--- src/rtl/ram_arbiter_if.sv ---
// Bus bundle for ram_arbiter: two client request ports, the RAM port and the FSM debug state.
// Handshake: a client raises reqN with rw/addr/wdata valid and holds it until ackN (one-cycle pulse); inputs are sampled only in the granting cycle.
interface ram_arbiter_if #(
  parameter int WIDTH  = 4,
  parameter int ADDR_W = 1
);
  logic              req0;
  logic              rw0;
  logic [ADDR_W-1:0] addr0;
  logic [WIDTH-1:0]  wdata0;
  logic              ack0;
  logic              req1;
  logic              rw1;
  logic [ADDR_W-1:0] addr1;
  logic [WIDTH-1:0]  wdata1;
  logic              ack1;
  logic [WIDTH-1:0]  rdata;
  logic              busy;
  logic              ram_rw;
  logic [ADDR_W-1:0] ram_addr;
  logic [WIDTH-1:0]  ram_din;
  logic [WIDTH-1:0]  ram_dout;
  logic [1:0]        fsm_state;

  modport master (
    output req0, rw0, addr0, wdata0, req1, rw1, addr1, wdata1, ram_dout,
    input  ack0, ack1, rdata, busy, ram_rw, ram_addr, ram_din, fsm_state
  );

  modport slave (
    input  req0, rw0, addr0, wdata0, req1, rw1, addr1, wdata1, ram_dout,
    output ack0, ack1, rdata, busy, ram_rw, ram_addr, ram_din, fsm_state
  );
endinterface

--- src/rtl/ram_arbiter.sv ---
// Round-robin two-client arbiter/sequencer for a small shared RAM (IDLE -> ACCESS -> DONE).
// Optional ARB_SCRUB_EN: after reset the RAM is zero-filled, one word per cycle, before serving clients.
module ram_arbiter #(
  parameter int WIDTH  = 4,
  parameter int ADDR_W = 1
) (
  input logic          clk,
  input logic          clear_n,
  ram_arbiter_if.slave bus
);

  localparam logic [1:0] IDLE   = 2'd0;
  localparam logic [1:0] ACCESS = 2'd1;
  localparam logic [1:0] DONE   = 2'd2;
`ifdef ARB_SCRUB_EN
  localparam logic [1:0] SCRUB       = 2'd3;
  localparam logic [1:0] RESET_STATE = SCRUB;
`else
  localparam logic [1:0] RESET_STATE = IDLE;
`endif

  logic [1:0]        state;
  logic              last_grant;
  logic              lat_rw;
  logic [ADDR_W-1:0] lat_addr;
  logic [WIDTH-1:0]  lat_wdata;
  logic [WIDTH-1:0]  rdata_q;
  logic              any_req;
  logic              win;
`ifdef ARB_SCRUB_EN
  logic [ADDR_W-1:0] scrub_addr;
`endif

  // On a tie the client that was not granted last wins; last_grant also names the client acked in DONE.
  assign any_req = bus.req0 | bus.req1;
  assign win     = (bus.req0 & bus.req1) ? ~last_grant : bus.req1;

  always_ff @(posedge clk or negedge clear_n) begin
    if (!clear_n) begin
      state      <= RESET_STATE;
      last_grant <= 1'b1;
      lat_rw     <= 1'b0;
      lat_addr   <= '0;
      lat_wdata  <= '0;
      rdata_q    <= '0;
`ifdef ARB_SCRUB_EN
      scrub_addr <= '0;
`endif
    end else begin
      case (state)
        IDLE: begin
          if (any_req) begin
            state      <= ACCESS;
            last_grant <= win;
            lat_rw     <= win ? bus.rw1    : bus.rw0;
            lat_addr   <= win ? bus.addr1  : bus.addr0;
            lat_wdata  <= win ? bus.wdata1 : bus.wdata0;
          end
        end
        ACCESS: begin
          if (!lat_rw) rdata_q <= bus.ram_dout;
          state <= DONE;
        end
        DONE: state <= IDLE;
`ifdef ARB_SCRUB_EN
        SCRUB: begin
          scrub_addr <= scrub_addr + 1'b1;
          if (&scrub_addr) state <= IDLE;
        end
`endif
        default: state <= IDLE;
      endcase
    end
  end

  assign bus.ack0      = (state == DONE) & ~last_grant;
  assign bus.ack1      = (state == DONE) & last_grant;
  assign bus.rdata     = rdata_q;
  assign bus.busy      = clear_n & (state != IDLE);
  assign bus.fsm_state = state;

`ifdef ARB_SCRUB_EN
  // Reset parks the FSM in SCRUB, so the strobe is gated to stay low while clear_n is asserted.
  assign bus.ram_rw   = clear_n & (((state == ACCESS) & lat_rw) | (state == SCRUB));
  assign bus.ram_addr = (state == SCRUB) ? scrub_addr : lat_addr;
  assign bus.ram_din  = (state == SCRUB) ? '0 : lat_wdata;
`else
  assign bus.ram_rw   = (state == ACCESS) & lat_rw;
  assign bus.ram_addr = lat_addr;
  assign bus.ram_din  = lat_wdata;
`endif

endmodule

--- src/flat_wrapper.sv ---
// flat-port wrapper written by rule: the top's interface ports become plain ports
module ram_arbiter_flat 
#(
  parameter int WIDTH  = 4,
  parameter int ADDR_W = 1
)
  (clk, clear_n, bus_req0, bus_rw0, bus_addr0, bus_wdata0, bus_req1, bus_rw1, bus_addr1, bus_wdata1, bus_ram_dout, bus_ack0, bus_ack1, bus_rdata, bus_busy, bus_ram_rw, bus_ram_addr, bus_ram_din, bus_fsm_state);
  ram_arbiter_if #(.WIDTH(WIDTH), .ADDR_W(ADDR_W)) bus_i ();
  input logic clk;
  input logic clear_n;
  input wire logic [$bits(bus_i.req0)-1:0] bus_req0;
  input wire logic [$bits(bus_i.rw0)-1:0] bus_rw0;
  input wire logic [$bits(bus_i.addr0)-1:0] bus_addr0;
  input wire logic [$bits(bus_i.wdata0)-1:0] bus_wdata0;
  input wire logic [$bits(bus_i.req1)-1:0] bus_req1;
  input wire logic [$bits(bus_i.rw1)-1:0] bus_rw1;
  input wire logic [$bits(bus_i.addr1)-1:0] bus_addr1;
  input wire logic [$bits(bus_i.wdata1)-1:0] bus_wdata1;
  input wire logic [$bits(bus_i.ram_dout)-1:0] bus_ram_dout;
  output wire logic [$bits(bus_i.ack0)-1:0] bus_ack0;
  output wire logic [$bits(bus_i.ack1)-1:0] bus_ack1;
  output wire logic [$bits(bus_i.rdata)-1:0] bus_rdata;
  output wire logic [$bits(bus_i.busy)-1:0] bus_busy;
  output wire logic [$bits(bus_i.ram_rw)-1:0] bus_ram_rw;
  output wire logic [$bits(bus_i.ram_addr)-1:0] bus_ram_addr;
  output wire logic [$bits(bus_i.ram_din)-1:0] bus_ram_din;
  output wire logic [$bits(bus_i.fsm_state)-1:0] bus_fsm_state;
  assign bus_i.req0 = bus_req0;
  assign bus_i.rw0 = bus_rw0;
  assign bus_i.addr0 = bus_addr0;
  assign bus_i.wdata0 = bus_wdata0;
  assign bus_i.req1 = bus_req1;
  assign bus_i.rw1 = bus_rw1;
  assign bus_i.addr1 = bus_addr1;
  assign bus_i.wdata1 = bus_wdata1;
  assign bus_i.ram_dout = bus_ram_dout;
  assign bus_ack0 = bus_i.ack0;
  assign bus_ack1 = bus_i.ack1;
  assign bus_rdata = bus_i.rdata;
  assign bus_busy = bus_i.busy;
  assign bus_ram_rw = bus_i.ram_rw;
  assign bus_ram_addr = bus_i.ram_addr;
  assign bus_ram_din = bus_i.ram_din;
  assign bus_fsm_state = bus_i.fsm_state;
  ram_arbiter #(.WIDTH(WIDTH), .ADDR_W(ADDR_W)) u_core (.clk(clk), .clear_n(clear_n), .bus(bus_i));
endmodule
--- config.mk ---
export PLATFORM = sky130hd
export DESIGN_NAME = ram_arbiter_flat
export DESIGN_NICKNAME = d
export VERILOG_FILES = /design/src/rtl/ram_arbiter_if.sv /design/src/rtl/ram_arbiter.sv /design/src/flat_wrapper.sv
export SDC_FILE = /design/constraint.sdc
export NUM_CORES = 1
export LEC_CHECK = 0
export ABC_AREA = 1
export CORE_MARGIN = 2
export CORE_UTILIZATION = 36
export CTS_BUF_LIST = sky130_fd_sc_hd__clkbuf_2 sky130_fd_sc_hd__clkbuf_4 sky130_fd_sc_hd__clkbuf_8
export CTS_CLUSTER_SIZE = 10
export DETAILED_ROUTE_END_ITERATION = 10
export MAX_ROUTING_LAYER = met4
export PLACE_DENSITY = 0.77
export RECOVER_POWER = 25
export SYNTH_ARGS = -nofsm -noshare
export SYNTH_HDL_FRONTEND = slang
export SYNTH_SLANG_ARGS = --single-unit
--- constraint.sdc ---
create_clock -name clk -period 1 [get_ports clk]
set_input_delay 0.2 -clock clk [delete_from_list [all_inputs] [get_ports clk]]
set_output_delay 0.2 -clock clk [all_outputs]
set_load 0.01 [all_outputs]
==> results by stage <==
Outcome:
- The run finished, with violations left.
- The final reports fail on negative setup slack.

Setup path:
- In this run the number of cells on the critical path is 4.
- The largest single stage delay on the critical path is 0.40 ns.
- Traced cell by cell, the critical path runs through buf_6, inv_6, and3_4, buf_6.
- The category of the worst setup path launch point is a flop.
- The most repeated library cell on the critical path is sky130_fd_sc_hd__buf_6.
- In this run the register-to-register setup slack is -0.20 ns.
- Among all stages on the critical path, the largest delay is contributed by sky130_fd_sc_hd__dfrtp_1.
- The startpoint identified for the worst register-to-register timing path is u_core.bus.fsm_state[0].
- The worst setup path is captured at a primary output.
- The number of buffers and inverters on the critical path is 3.
- STA puts the critical path data arrival time at 1.14 ns.
- The cell family contributing the most delay on the critical path is flip-flops.
- The critical path is of the reg2out type.
- The biggest fanout along the worst timing path is 4.
- The number of cells on the worst reg-to-reg path is 7.
- The data required time of the worst path is 0.80 ns.
- The most critical setup path has its startpoint at u_core.bus.fsm_state[0].
- In this run the critical register-to-register path is captured at u_core.bus.ram_din[1].

Power and ir drop:
- The post-route total power is 3.66 mW.
- The total power divided by cell area is 2760 mW/mm².
- The leakage power of the design is 0.706 nW.
- The peak supply drop is 0.00124 V.

Final layout:
- Once layout is complete, the utilization of the core stands at 76.7%.
- Leaving out filler cells and counting taps, the final layout contains 173.
- The antenna diode count is 0.
- The fraction of final layout cells sized beyond drive strength 1 is 45.3%.
- Relative to the synthesized area, the layout overhead comes to 99.1%.
- After filler insertion, the fill cell instance count of the layout stands at 128.
- The area used by multi-input combinational logic is 357 µm².
- For this run, the post-layout net count is 169.
- Across the whole layout, storage elements account for 328 µm².

Die:
- The die is 47 µm tall.
- The initialized floorplan defines 15 standard-cell rows.
- 35 I/O pins were placed.
- The floorplan die width is 47 µm.
- The core region is 0.00173 mm².
- The floorplan step defined a die boundary enclosing 0.00221 mm².
- Once the floorplan was initialized, standard cells occupied 38.6% of the core.

Yosys:
- The most used flip-flop cell after synthesis is sky130_fd_sc_hd__dfrtp_1.
- In this run, synthesis produced a sequential element count of 13.
- The Yosys warning count is 0.
- The most used standard cell by instance count after synthesis is sky130_fd_sc_hd__nand2_1.
- Synthesis produced a netlist with a net count of 107.
- After synthesis, the netlist uses 15 different library cells.
- In this run, synthesis inferred 0 flip-flops with an integrated enable.
- For this run, the register share of the synthesized area comes to 49.1%.
- In the synthesized netlist, the cells that appear most often are sky130_fd_sc_hd__nand2_1, sky130_fd_sc_hd__nand3_1, sky130_fd_sc_hd__inv_1.
- The cell area that synthesis handed to floorplanning was 666 µm².
- Of all cell types, the one taking the most synthesized area is sky130_fd_sc_hd__dfrtp_1.
- After synthesis, the largest area contributor takes up 45.1% of total cell area.
- Synthesis produced 87 cells.
- Yosys attributes the largest share of cell area to sky130_fd_sc_hd__dfrtp_1, sky130_fd_sc_hd__nand2_1, sky130_fd_sc_hd__nand3_1, sky130_fd_sc_hd__inv_1, sky130_fd_sc_hd__dfstp_2.
- After synthesis, the mean cell area works out to 7.65 µm².
- The proportion of synthesized flip-flops having asynchronous set or reset is 100%.

STA:
- The worst-case setup margin in the final layout is -0.337 ns.
- The number of max-slew violations in the final report is 0.
- Clock skew on the completed layout was measured at 0.00799 ns.
- The number of hold violations in the final report is 0.
- The worst pin sits at a relative slew slack of 77.8%.
- The tightest hold path in the finished design has a slack of 0.396 ns.
- For the finished layout, the period the worst path requires is 1.34 ns.
- The final critical path takes up 134% of the cycle.
- The transition time at the pin with the least slew margin is 0.333 ns.
- Setup violations remaining at the end of the flow were counted as 20.
- Based on the critical path, the design can be clocked at up to 0.748 GHz.
- Setup repair after global routing could not meet its margin everywhere.

Flow run:
- Max-cap violations in this run came to 0.

Global routing:
- The number of antenna violations at the first check in global routing is 0.
- The overall track demand over capacity in global routing is 20.6%.
- The first global-routing pass estimated 3.10 mm of wire.
- The total congestion overflow after global routing is 0.
- The via count of the first global-routing pass is 768.
- The largest net degree at the start of global routing is 14.

Routing:
- The total wire length after detailed routing is 2.01 mm.
- The first detailed-routing pass ran for 4 iterations.
- In the final routed layout, each cell accounts on average for 11.6 µm.
- The total via count in the routed design is 780.
- The antenna violation net count after detailed routing is 0.
- The starting DRC count in detailed routing is 12.
- In the routed layout, each cell is associated on average with a via count of 4.51.
- The DRC violation count after routing is 0.

Place:
- After detailed placement, the design holds a cell count of 160.
- The count of buffers added on input and output ports is 34.
- The final weighted congestion in routability-driven placement is 0.759.
- The post-placement setup slack is -0.558 ns.
- The post-DP HPWL is 1.37 mm.

Clocking:
- Counting the buffers created by CTS gives 3.
- The tree is rooted in a sky130_fd_sc_hd__clkbuf_4.
- The number of levels in the clock H-tree is 1.
- Clock-pin slew was measured on the worst setup and hold paths at 0.08 ns.
- The total number of clock tree sinks is 13.
- TritonCTS built the clock tree.
- The clock latency at the later pin of the worst-skew pair is 0.27 ns.
- In this run the deepest clock path goes through 2 buffers.

Hold path:
- The min-delay analysis places its worst path in the category in2async.
[cells by family (layout without fill, tap and decap cells)]
group           count (synthesis)  after routing  synth area share [%]
buf+inv                        17             78                  10.7
simple gates                   55             55                  38.2
flops                          13             13                  49.1
compound gates                  2              2                  2.07
[power by group]
part / internal, mW / switching [mW]
Combinational: 1.27 / 1.07
Clock: 0.181 / 0.166
Sequential: 0.802 / 0.174
Total: 2.25 / 1.41
[cell usage in the layout (no fill, tap or decap), drive strengths merged]
| cell type | n |
|---|---|
| and3 | 1 |
| buf | 38 |
| clkbuf | 5 |
| clkdlybuf4s50 | 18 |
| dfrtp | 12 |
| dfstp | 1 |
| dlygate4sd3 | 1 |
| inv | 16 |
| nand2 | 31 |
| nand3 | 16 |
| nor2 | 5 |
| nor3 | 2 |
| o21ai | 2 |
[metrics by stage]
| step | cell area (µm²) | TNS, ns |
|---|---|---|
| after floorplan | 671 | -0.0158 |
| after global placement | 1140 | -4.71 |
| after detailed placement | 1140 | -5.04 |
| after CTS | 1260 | -3.75 |
| after global routing | 1330 | -4.82 |
| final | 1330 | -3.59 |
[final cells by class]
class	count	share of cell area (%)
inverters	16	5.10
flip-flops and latches	13	24.7
well taps	25	2.36
clock buffers	4	2.27
multi-input cells	57	26.9
repair buffers	58	38.6
[metal layers]
layer | wire (µm) | part of all wire, % | GRT usage, % | up-vias
met5 | 0 | 0 | - | -
met4 | 18 | 0.90 | 7.78 | 0
met3 | 92 | 4.6 | 4.62 | 4
met2 | 1000 | 50 | 34.8 | 30
met1 | 895 | 45 | 23.8 | 356
li1 | - | - | - | 390
[registers in the layout, indices dropped and copies added (netlist names)]
register,cells
u_core.bus.ram_din,4
u_core.bus.rdata,4
u_core.lat_rw,1
u_core.bus.ram_addr,1
u_core.bus.fsm_state,2
u_core.last_grant,1
[what timing repair did]
item | 4_1_cts | 5_1_grt
gates resized for setup | 87 | 12
hold buffers | 0 | 0
setup buffers | 8 | 3
setup endpoints to repair | 26 | 28
pin swaps | 15 | 9
[worst max-delay path by stage]
stage                       endpoint  slack (ns)
after floorplan             bus_ack0       -0.02
after global placement      bus_busy       -0.53
after detailed placement    bus_busy       -0.56
after CTS                 bus_ram_rw       -0.34
after global routing      bus_ram_rw       -0.39
final                       bus_ack1       -0.34
Power figures use the tool's default switching activity.
